===== config.mk =====
export PLATFORM = sky130hd
export DESIGN_NAME = alu_muldiv
export DESIGN_NICKNAME = d
export VERILOG_FILES = /design/src/rtl/alu_pkg.sv /design/src/rtl/muldiv_unit.sv /design/src/rtl/alu_muldiv.sv
export SDC_FILE = /design/constraint.sdc
export NUM_CORES = 1
export LEC_CHECK = 0
export CORE_MARGIN = 2
export CORE_UTILIZATION = 39
export CTS_CLUSTER_SIZE = 28
export DETAILED_ROUTE_END_ITERATION = 8
export PLACE_DENSITY = 0.55
export SLEW_MARGIN = 20
export SYNTH_ARGS = -nofsm -noshare
export SYNTH_HDL_FRONTEND = slang
export SYNTH_HIERARCHICAL = 1
export SYNTH_SLANG_ARGS = --single-unit

===== constraint.sdc =====
create_clock -name clk -period 8 [get_ports clk]
set_input_delay 1.6 -clock clk [delete_from_list [all_inputs] [get_ports clk]]
set_output_delay 1.6 -clock clk [all_outputs]
set_load 0.03 [all_outputs]

===== src/rtl/alu_pkg.sv =====
// Shared opcode encodings and multiply/divide sequencer state type.
package alu_pkg;

  localparam int unsigned OPW = 4;

  localparam logic [OPW-1:0] OP_AND   = 4'b0000;
  localparam logic [OPW-1:0] OP_OR    = 4'b0001;
  localparam logic [OPW-1:0] OP_NOR   = 4'b0010;
  localparam logic [OPW-1:0] OP_ADD   = 4'b0011;
  localparam logic [OPW-1:0] OP_SLT   = 4'b0100;
  localparam logic [OPW-1:0] OP_LUI   = 4'b0101;
  localparam logic [OPW-1:0] OP_SLL   = 4'b0110;
  localparam logic [OPW-1:0] OP_SRL   = 4'b0111;
  localparam logic [OPW-1:0] OP_SUB   = 4'b1000;
  localparam logic [OPW-1:0] OP_MULTU = 4'b1001;
  localparam logic [OPW-1:0] OP_DIVU  = 4'b1010;
  localparam logic [OPW-1:0] OP_MFHI  = 4'b1011;
  localparam logic [OPW-1:0] OP_MFLO  = 4'b1100;

  typedef enum logic [1:0] {
    ST_IDLE = 2'd0,
    ST_MUL  = 2'd1,
    ST_DIV  = 2'd2
  } md_state_e;

  // True for opcodes handled by the iterative multiply/divide unit.
  function automatic logic is_muldiv(input logic [OPW-1:0] op);
    return (op == OP_MULTU) || (op == OP_DIVU);
  endfunction

endpackage


===== src/rtl/muldiv_unit.sv =====
// Iterative unsigned shift-add multiplier and restoring divider, one bit per cycle.
module muldiv_unit
  import alu_pkg::*;
#(
  parameter int unsigned WIDTH = 32
) (
  input  logic             clk,
  input  logic             reset,
  input  logic             go_mul,
  input  logic             go_div,
  input  logic [WIDTH-1:0] a,
  input  logic [WIDTH-1:0] b,
  output logic             busy,
  output logic             last_c,
  output logic [WIDTH-1:0] hi,
  output logic [WIDTH-1:0] lo
);

  localparam int unsigned CW = $clog2(WIDTH + 1);

  md_state_e        state;
  logic [CW-1:0]    cnt;
  logic [WIDTH-1:0] opnd;   // multiplicand or divisor, frozen at accept
  logic [WIDTH-1:0] acc;    // running product high half or partial remainder
  logic [WIDTH-1:0] work;   // multiplier bits or dividend/quotient bits

  logic [WIDTH:0]   mul_sum;
  logic [WIDTH-1:0] mul_hi;
  logic [WIDTH-1:0] mul_lo;
  logic [WIDTH:0]   div_sh;
  logic [WIDTH-1:0] div_diff;
  logic             div_ok;
  logic [WIDTH-1:0] div_rem;
  logic [WIDTH-1:0] div_q;

  // One multiply step and one restoring-divide step computed from current state.
  always_comb begin
    mul_sum  = {1'b0, acc} + (work[0] ? {1'b0, opnd} : '0);
    mul_hi   = mul_sum[WIDTH:1];
    mul_lo   = {mul_sum[0], work[WIDTH-1:1]};
    div_sh   = {acc, work[WIDTH-1]};
    div_ok   = (div_sh >= {1'b0, opnd});
    // Only used when div_ok, where the true difference is below opnd and fits.
    div_diff = div_sh[WIDTH-1:0] - opnd;
    div_rem  = div_ok ? div_diff : div_sh[WIDTH-1:0];
    div_q    = {work[WIDTH-2:0], div_ok};
    last_c   = (state != ST_IDLE) && (cnt == CW'(1));
  end

  // Sequencer: load on accept, iterate WIDTH times, publish HI/LO on the last step.
  always_ff @(posedge clk) begin
    if (reset) begin
      state <= ST_IDLE;
      cnt   <= '0;
      opnd  <= '0;
      acc   <= '0;
      work  <= '0;
      busy  <= 1'b0;
      hi    <= '0;
      lo    <= '0;
    end else begin
      case (state)
        ST_IDLE: begin
          if (go_mul) begin
            state <= ST_MUL;
            cnt   <= CW'(WIDTH);
            opnd  <= a;
            acc   <= '0;
            work  <= b;
            busy  <= 1'b1;
          end else if (go_div) begin
            state <= ST_DIV;
            cnt   <= CW'(WIDTH);
            opnd  <= b;
            acc   <= '0;
            work  <= a;
            busy  <= 1'b1;
          end
        end
        ST_MUL: begin
          acc  <= mul_hi;
          work <= mul_lo;
          cnt  <= cnt - CW'(1);
          if (last_c) begin
            hi    <= mul_hi;
            lo    <= mul_lo;
            busy  <= 1'b0;
            state <= ST_IDLE;
          end
        end
        ST_DIV: begin
          acc  <= div_rem;
          work <= div_q;
          cnt  <= cnt - CW'(1);
          if (last_c) begin
            hi    <= div_rem;
            lo    <= div_q;
            busy  <= 1'b0;
            state <= ST_IDLE;
          end
        end
        default: begin
          state <= ST_IDLE;
          busy  <= 1'b0;
        end
      endcase
    end
  end

endmodule


===== src/rtl/alu_muldiv.sv =====
// Single-cycle ALU with registered result plus iterative MULTU/DIVU into HI/LO.
module alu_muldiv
  import alu_pkg::*;
#(
  parameter int unsigned WIDTH = 32,
  parameter int unsigned SHW   = $clog2(WIDTH)
) (
  input  logic             clk,
  input  logic             reset,
  input  logic             start,
  input  logic [3:0]       ALUOperation,
  input  logic [SHW-1:0]   Shamt,
  input  logic [WIDTH-1:0] A,
  input  logic [WIDTH-1:0] B,
  output logic [WIDTH-1:0] ALUResult,
  output logic             Zero,
  output logic             busy,
  output logic             done,
  output logic [WIDTH-1:0] HI,
  output logic [WIDTH-1:0] LO
);

  if ((WIDTH < 8) || ((WIDTH % 2) != 0)) begin : g_width_check
    $error("alu_muldiv: WIDTH must be even and at least 8");
  end

  logic             accept_c;
  logic             md_op_c;
  logic             md_last_c;
  logic [WIDTH-1:0] result_c;

  // Request acceptance and routing to the multi-cycle unit.
  always_comb begin
    accept_c = start && !busy && !reset;
    md_op_c  = is_muldiv(ALUOperation);
  end

  // Combinational single-cycle operations.
  always_comb begin
    result_c = '0;
    case (ALUOperation)
      OP_AND:  result_c = A & B;
      OP_OR:   result_c = A | B;
      OP_NOR:  result_c = ~(A | B);
      OP_ADD:  result_c = A + B;
      OP_SLT:  result_c = {{(WIDTH-1){1'b0}}, ($signed(A) < $signed(B))};
      OP_LUI:  result_c = {B[WIDTH/2-1:0], {(WIDTH/2){1'b0}}};
      OP_SLL:  result_c = B << Shamt;
      OP_SRL:  result_c = B >> Shamt;
      OP_SUB:  result_c = A - B;
      OP_MFHI: result_c = HI;
      OP_MFLO: result_c = LO;
      default: result_c = '0;
    endcase
  end

  muldiv_unit #(
    .WIDTH(WIDTH)
  ) u_muldiv (
    .clk   (clk),
    .reset (reset),
    .go_mul(accept_c && (ALUOperation == OP_MULTU)),
    .go_div(accept_c && (ALUOperation == OP_DIVU)),
    .a     (A),
    .b     (B),
    .busy  (busy),
    .last_c(md_last_c),
    .hi    (HI),
    .lo    (LO)
  );

  // Result/flag registers and the completion pulse for both op classes.
  always_ff @(posedge clk) begin
    if (reset) begin
      ALUResult <= '0;
      Zero      <= 1'b1;
      done      <= 1'b0;
    end else begin
      done <= (accept_c && !md_op_c) || md_last_c;
      if (accept_c && !md_op_c) begin
        ALUResult <= result_c;
        Zero      <= (result_c == '0);
      end
    end
  end

endmodule


; Word level (Yosys, flattened, before mapping)
; Cells that the tools add are included.
[op_classes]
add_sub_neg = 5
magnitude_cmp = 2
n_eq_ne = 19
shift = 2
muxes = 28
n_bitwise = 3
n_reduce_logical = 25
[ops]
columns = op, n
row1 = 32-bit 2-to-1 mux, 12
row2 = 32-bit case mux with 11 select lines, 1
row3 = 32-bit case mux with 3 select lines, 2
row4 = 32-bit case mux with 2 select lines, 2
row5 = 32-bit subtractor, 2
row6 = 32-bit by 33-bit adder with 33-bit output, 1
row7 = 33-bit by 32-bit >= comparator with 1-bit output, 1
row8 = 32-bit adder, 1
row9 = 32-bit bitwise AND, 1
row10 = 32-bit logical NOT, 1
row11 = 32-bit less-than comparator, 1
row12 = 32-bit inverter, 1
row13 = 32-bit OR, 1
row14 = 32-bit by 5-bit left shift with 32-bit output, 1
row15 = 32-bit by 5-bit right shift with 32-bit output, 1
row16 = 4-bit equality test (second input constant), 5
row17 = 4-bit by 3-bit equality test with 1-bit output (second input constant), 4
row18 = 6-bit 2-to-1 mux, 2
row19 = 6-bit case mux with 2 select lines, 1
row20 = 4-bit by 2-bit equality test with 1-bit output (second input constant), 2
row21 = 2-bit AND reduction, 4
row22 = 2-bit nonzero test, 4
row23 = 6-bit by 1-bit equality test with 1-bit output (second input constant), 1
row24 = 1-bit logical AND, 6
row25 = other kinds (18), 26
[totals]
regBits = 203
input_bits = 76
wordCells = 95

; Longest topological paths before layout
[logic_depth]
depth_word = 7
depth_mapped = 16
mapped_depth_nobuf = 14

; Modules after synthesis
; The synthesis kept the hierarchy.
[modules_own_cells]
columns = module, n_inst, cells_each, area_each_um2, seq_area_each_um2
row1 = muldiv_unit, 1, 1537, 12159.2, 3383.2
row2 = alu_muldiv, 1, 1681, 11883.9, 680.7

; Worst setup path after synthesis
; No wires, ideal clock.
[synth_path]
kind = in2reg
start = input B[5]
end = register Zero
setup_time_ns = 0.084
arrival_time_ns = 4.871
t_required_ns = 7.916
setup_slack_ns = 3.045
cell_stages = 15
n_path_buf = 2
path_cell_list = clkbuf_1 -> inv_1 -> ha_1 -> buf_4 -> inv_2 -> a2111oi_2 -> a21oi_1 -> a221oi_1 -> o21a_1 -> nor3_1 -> or3_1 -> or4_1 -> nor4_2 -> nand4_1 -> o31ai_2
[synth_between]
elab_chain_cells = 4
[synth_rtl]
columns = item, line
row1 = "start, declared", alu_muldiv.sv:14  ; input logic [WIDTH-1:0] B,
row2 = "parallel branches: the longest is 2 deep, another holds 32-bit subtractor", -
row3 = 32-bit case mux with 11 select lines *, alu_muldiv.sv:41  ; case (ALUOperation)
row4 = 32-bit logical NOT *, alu_muldiv.sv:82  ; Zero <= (result_c == '0);
row5 = "end signal, assigned", alu_muldiv.sv:82
row6 = "end, declared", alu_muldiv.sv:16  ; output logic Zero,
; Mark *: on every way between the ends.
; A chain may end at the register's enable or synchronous reset.

; Final worst setup path
[layout_path]
start = input B[0]
end = register Zero
; Same word-level chain as after synthesis.

==> results.ini <==
[logic_synthesis]
synthTopCellsByArea = dfxtp_1 17%, ha_1 8.8%, mux2i_1 6.0%
async_flop_share = 0
synth_nets = 3468
yosysUniqueCellTypes = 112
synth_area_sq_um = 24000
synth_seq_area_share = 0.169
synth_edf_count = 0
netlist.area_leader.share = 0.169
yosysWarnings = 6
syn_inst = 3218
avgSynthCellArea_sq_um = 7.47
synthFlopType = dfxtp_1
yosysTopAreaCell = dfxtp_1
synth_seq_cells = 203

[setup_path]
critPathArrivalTime_ns = 6.91
required_ns = 8.49
critical_path.endpoint = Zero
path_common_cell = nor2_1
r2r_slack_ns = 4.06
critPathLaunch = B[0]
crit_path_top_delay_cell = a2111oi_0
cp.depth = 14
r2r_end = u_muldiv/hi[31]
slowest_delay_ns = 0.84
regToRegStartpoint = u_muldiv/work[0]
critical_path.startpoint_type = primary input
path_cells = clkdlybuf4s50_1 > ha_1 > fa_1 > nor2_1 > o311ai_1 > a211oi_1 > a211o_1 > a311oi_1 > nor2_1 > o21ai_0 > a2111oi_0 > and3_1 > nand4_1 > o31ai_2
path_max_fanout = 13
timing.critical_path.buf_inv = 1
crit_type = primary input to flop
path_delay_family = compound AO/OA/AOI/OAI gates
reg2reg_depth = 14
cp-end-kind = flop

[die]
io_pins = 175
die_y_microns = 252
start_util = 0.392
dieArea_sq_um = 63700
die-width_microns = 252
coreArea_sq_um = 61400
rows = 91

[placement]
gp_routability_congestion = 1.08
hpwl_microns = 105000
portBuffers = 174
post-place-cells = 4009

[run_status]
outcome = completed

[sta]
tns_ns = 0
maxSlewHeadroom = 0.174
hold_viol_final = 0
tightest_slew_ns = 1.23
post-route-min-period_ns = 6.42
period_share = 0.802
grt_setup_unrepaired = no
finalSetupViolCount = 0
whs_ns = 0.492
report.final.slew_viol_count = 0
fmax_ghz = 0.156
skew_ns = 0.0118

[clocking]
cts_tree = done
cts_buffers = 25
post-cts-setup-buffer-count = 0
cts_resized = 0
insertion_delay_ns = 0.58
cts_num_sinks = 203
htreeDepth = 1
cts_hold_buf = 0
clockBufferDepth = 3
clkTransAtPathRegs_ns = 0.06
cts_root_buf = clkbuf_16

[worst_hold_path]
holdCritStartpoint = ALUResult[23]
hold_class = flop to flop

[detailed_routing]
via_per_inst = 6.93
dr.pass1.iters = 6
vias = 28100
first_iter_violations = 4171
antenna_left = 0
finalWirelength_microns = 135000
route.detailed.drc = 0
routedWlPerCell_microns = 33.2

[cells_and_area]
utilization = 0.444
drive_above_1_share = 0.0885
final_cell_mix = 328 x nor2_1, 256 x a21oi_1, 220 x nand2_1
final_nets = 3496
area_delta_synth_final_pct = 13.3
stdcell_count = 4055
final_common_cell = nor2_1

[pwr]
max-vdd-ir-drop_mv = 0.141
total_power_mw = 3.59
power_density_nw_per_um2 = 132
p_leak_nw = 10.2

[grt]
grt_max_degree = 83
grt_pass1_vias = 25700
antenna_found_initial = 9
grtUsageTotal = 0.409
grt_overflow = 0
grt_pass1_wl_microns = 190000

[flow_run]
max-cap-violations = 0

registers in the layout, indices dropped and copies added, names as in the netlist, 2 cells and up:
signal / count
u_muldiv/cnt: 6
u_muldiv/acc: 32
u_muldiv/state: 2
u_muldiv/work: 32
ALUResult: 32
u_muldiv/lo: 32
u_muldiv/opnd: 32
u_muldiv/hi: 32
worst min-delay path by stage:
stage / endpoint / slack (ns) / cells after the start
floorplan: u_muldiv/acc[12] / 0.46 / 2
global placement: ALUResult[29] / 0.48 / 2
detailed placement: ALUResult[15] / 0.49 / 2
CTS: ALUResult[23] / 0.50 / 2
global route: ALUResult[23] / 0.52 / 2
finish: ALUResult[23] / 0.49 / 2
routing by layer:
metal  part of all wire  track usage  wire length [microns]
met2               0.40        0.586                  54500
met5            0.00068            0                     92
met3               0.11       0.0958                  15000
met1               0.43        0.572                  57300
met4              0.058        0.196                   7760
final cells by class:
cell class,instances,area [sq um]
Multi-Input combinational cell,2591,18300
Inverter,157,589
Antenna cell,1,2.50
Clock inverter,12,143
Timing Repair Buffer,268,2430
Tap cell,790,988
Fill cell,6179,34100
Sequential cell,203,4060
Clock buffer,33,676
power by group:
group | switching (mW) | leakage [nW] | internal, mW
Combinational | 0.934 | 8.19 | 0.441
Sequential | 0.0153 | 1.64 | 1.03
Clock | 0.506 | 0.394 | 0.665
per-stage QoR:
stage,worst slack [ns],cell area (sq um)
2_1_floorplan,3.05,24000
3_3_place_gp,1.39,26400
3_5_place_dp,1.23,26400
4_1_cts,1.84,27200
5_1_grt,1.45,27200
6_report,1.58,27200
synth_stat cells, types with 64 or more instances:
cell type    n
nand3_1     64
ha_1       170
a211oi_1   180
a22oi_1     79
inv_1      152
a21oi_1    257
o21ai_0    166
nor2_1     330
dfxtp_1    203
mux2i_1    143
clkbuf_1   169
nand2_1    220
worst register-to-register path: cells and delay by family, from the launching register on:
| family | cells | cell delay [ns] |
|---|---|---|
| simple gates | 3 | 0.56 |
| fa+ha+maj | 2 | 0.63 |
| buf+inv | 2 | 0.41 |
| compound gates | 7 | 1.96 |
| flops | 1 | 0.32 |
cell families (layout without fill, tap and decap cells):
kind of cell	after synthesis	in the layout	synth area share
simple gates	971	971	0.196
mux	223	223	0.117
flops	203	203	0.169
xor+xnor	66	66	0.0240
buf+inv	424	470	0.0726
compound gates	1157	1157	0.330
other cells	0	1	0
fa+ha+maj	174	174	0.0918
No activity file was read; power rests on OpenSTA's default activity.
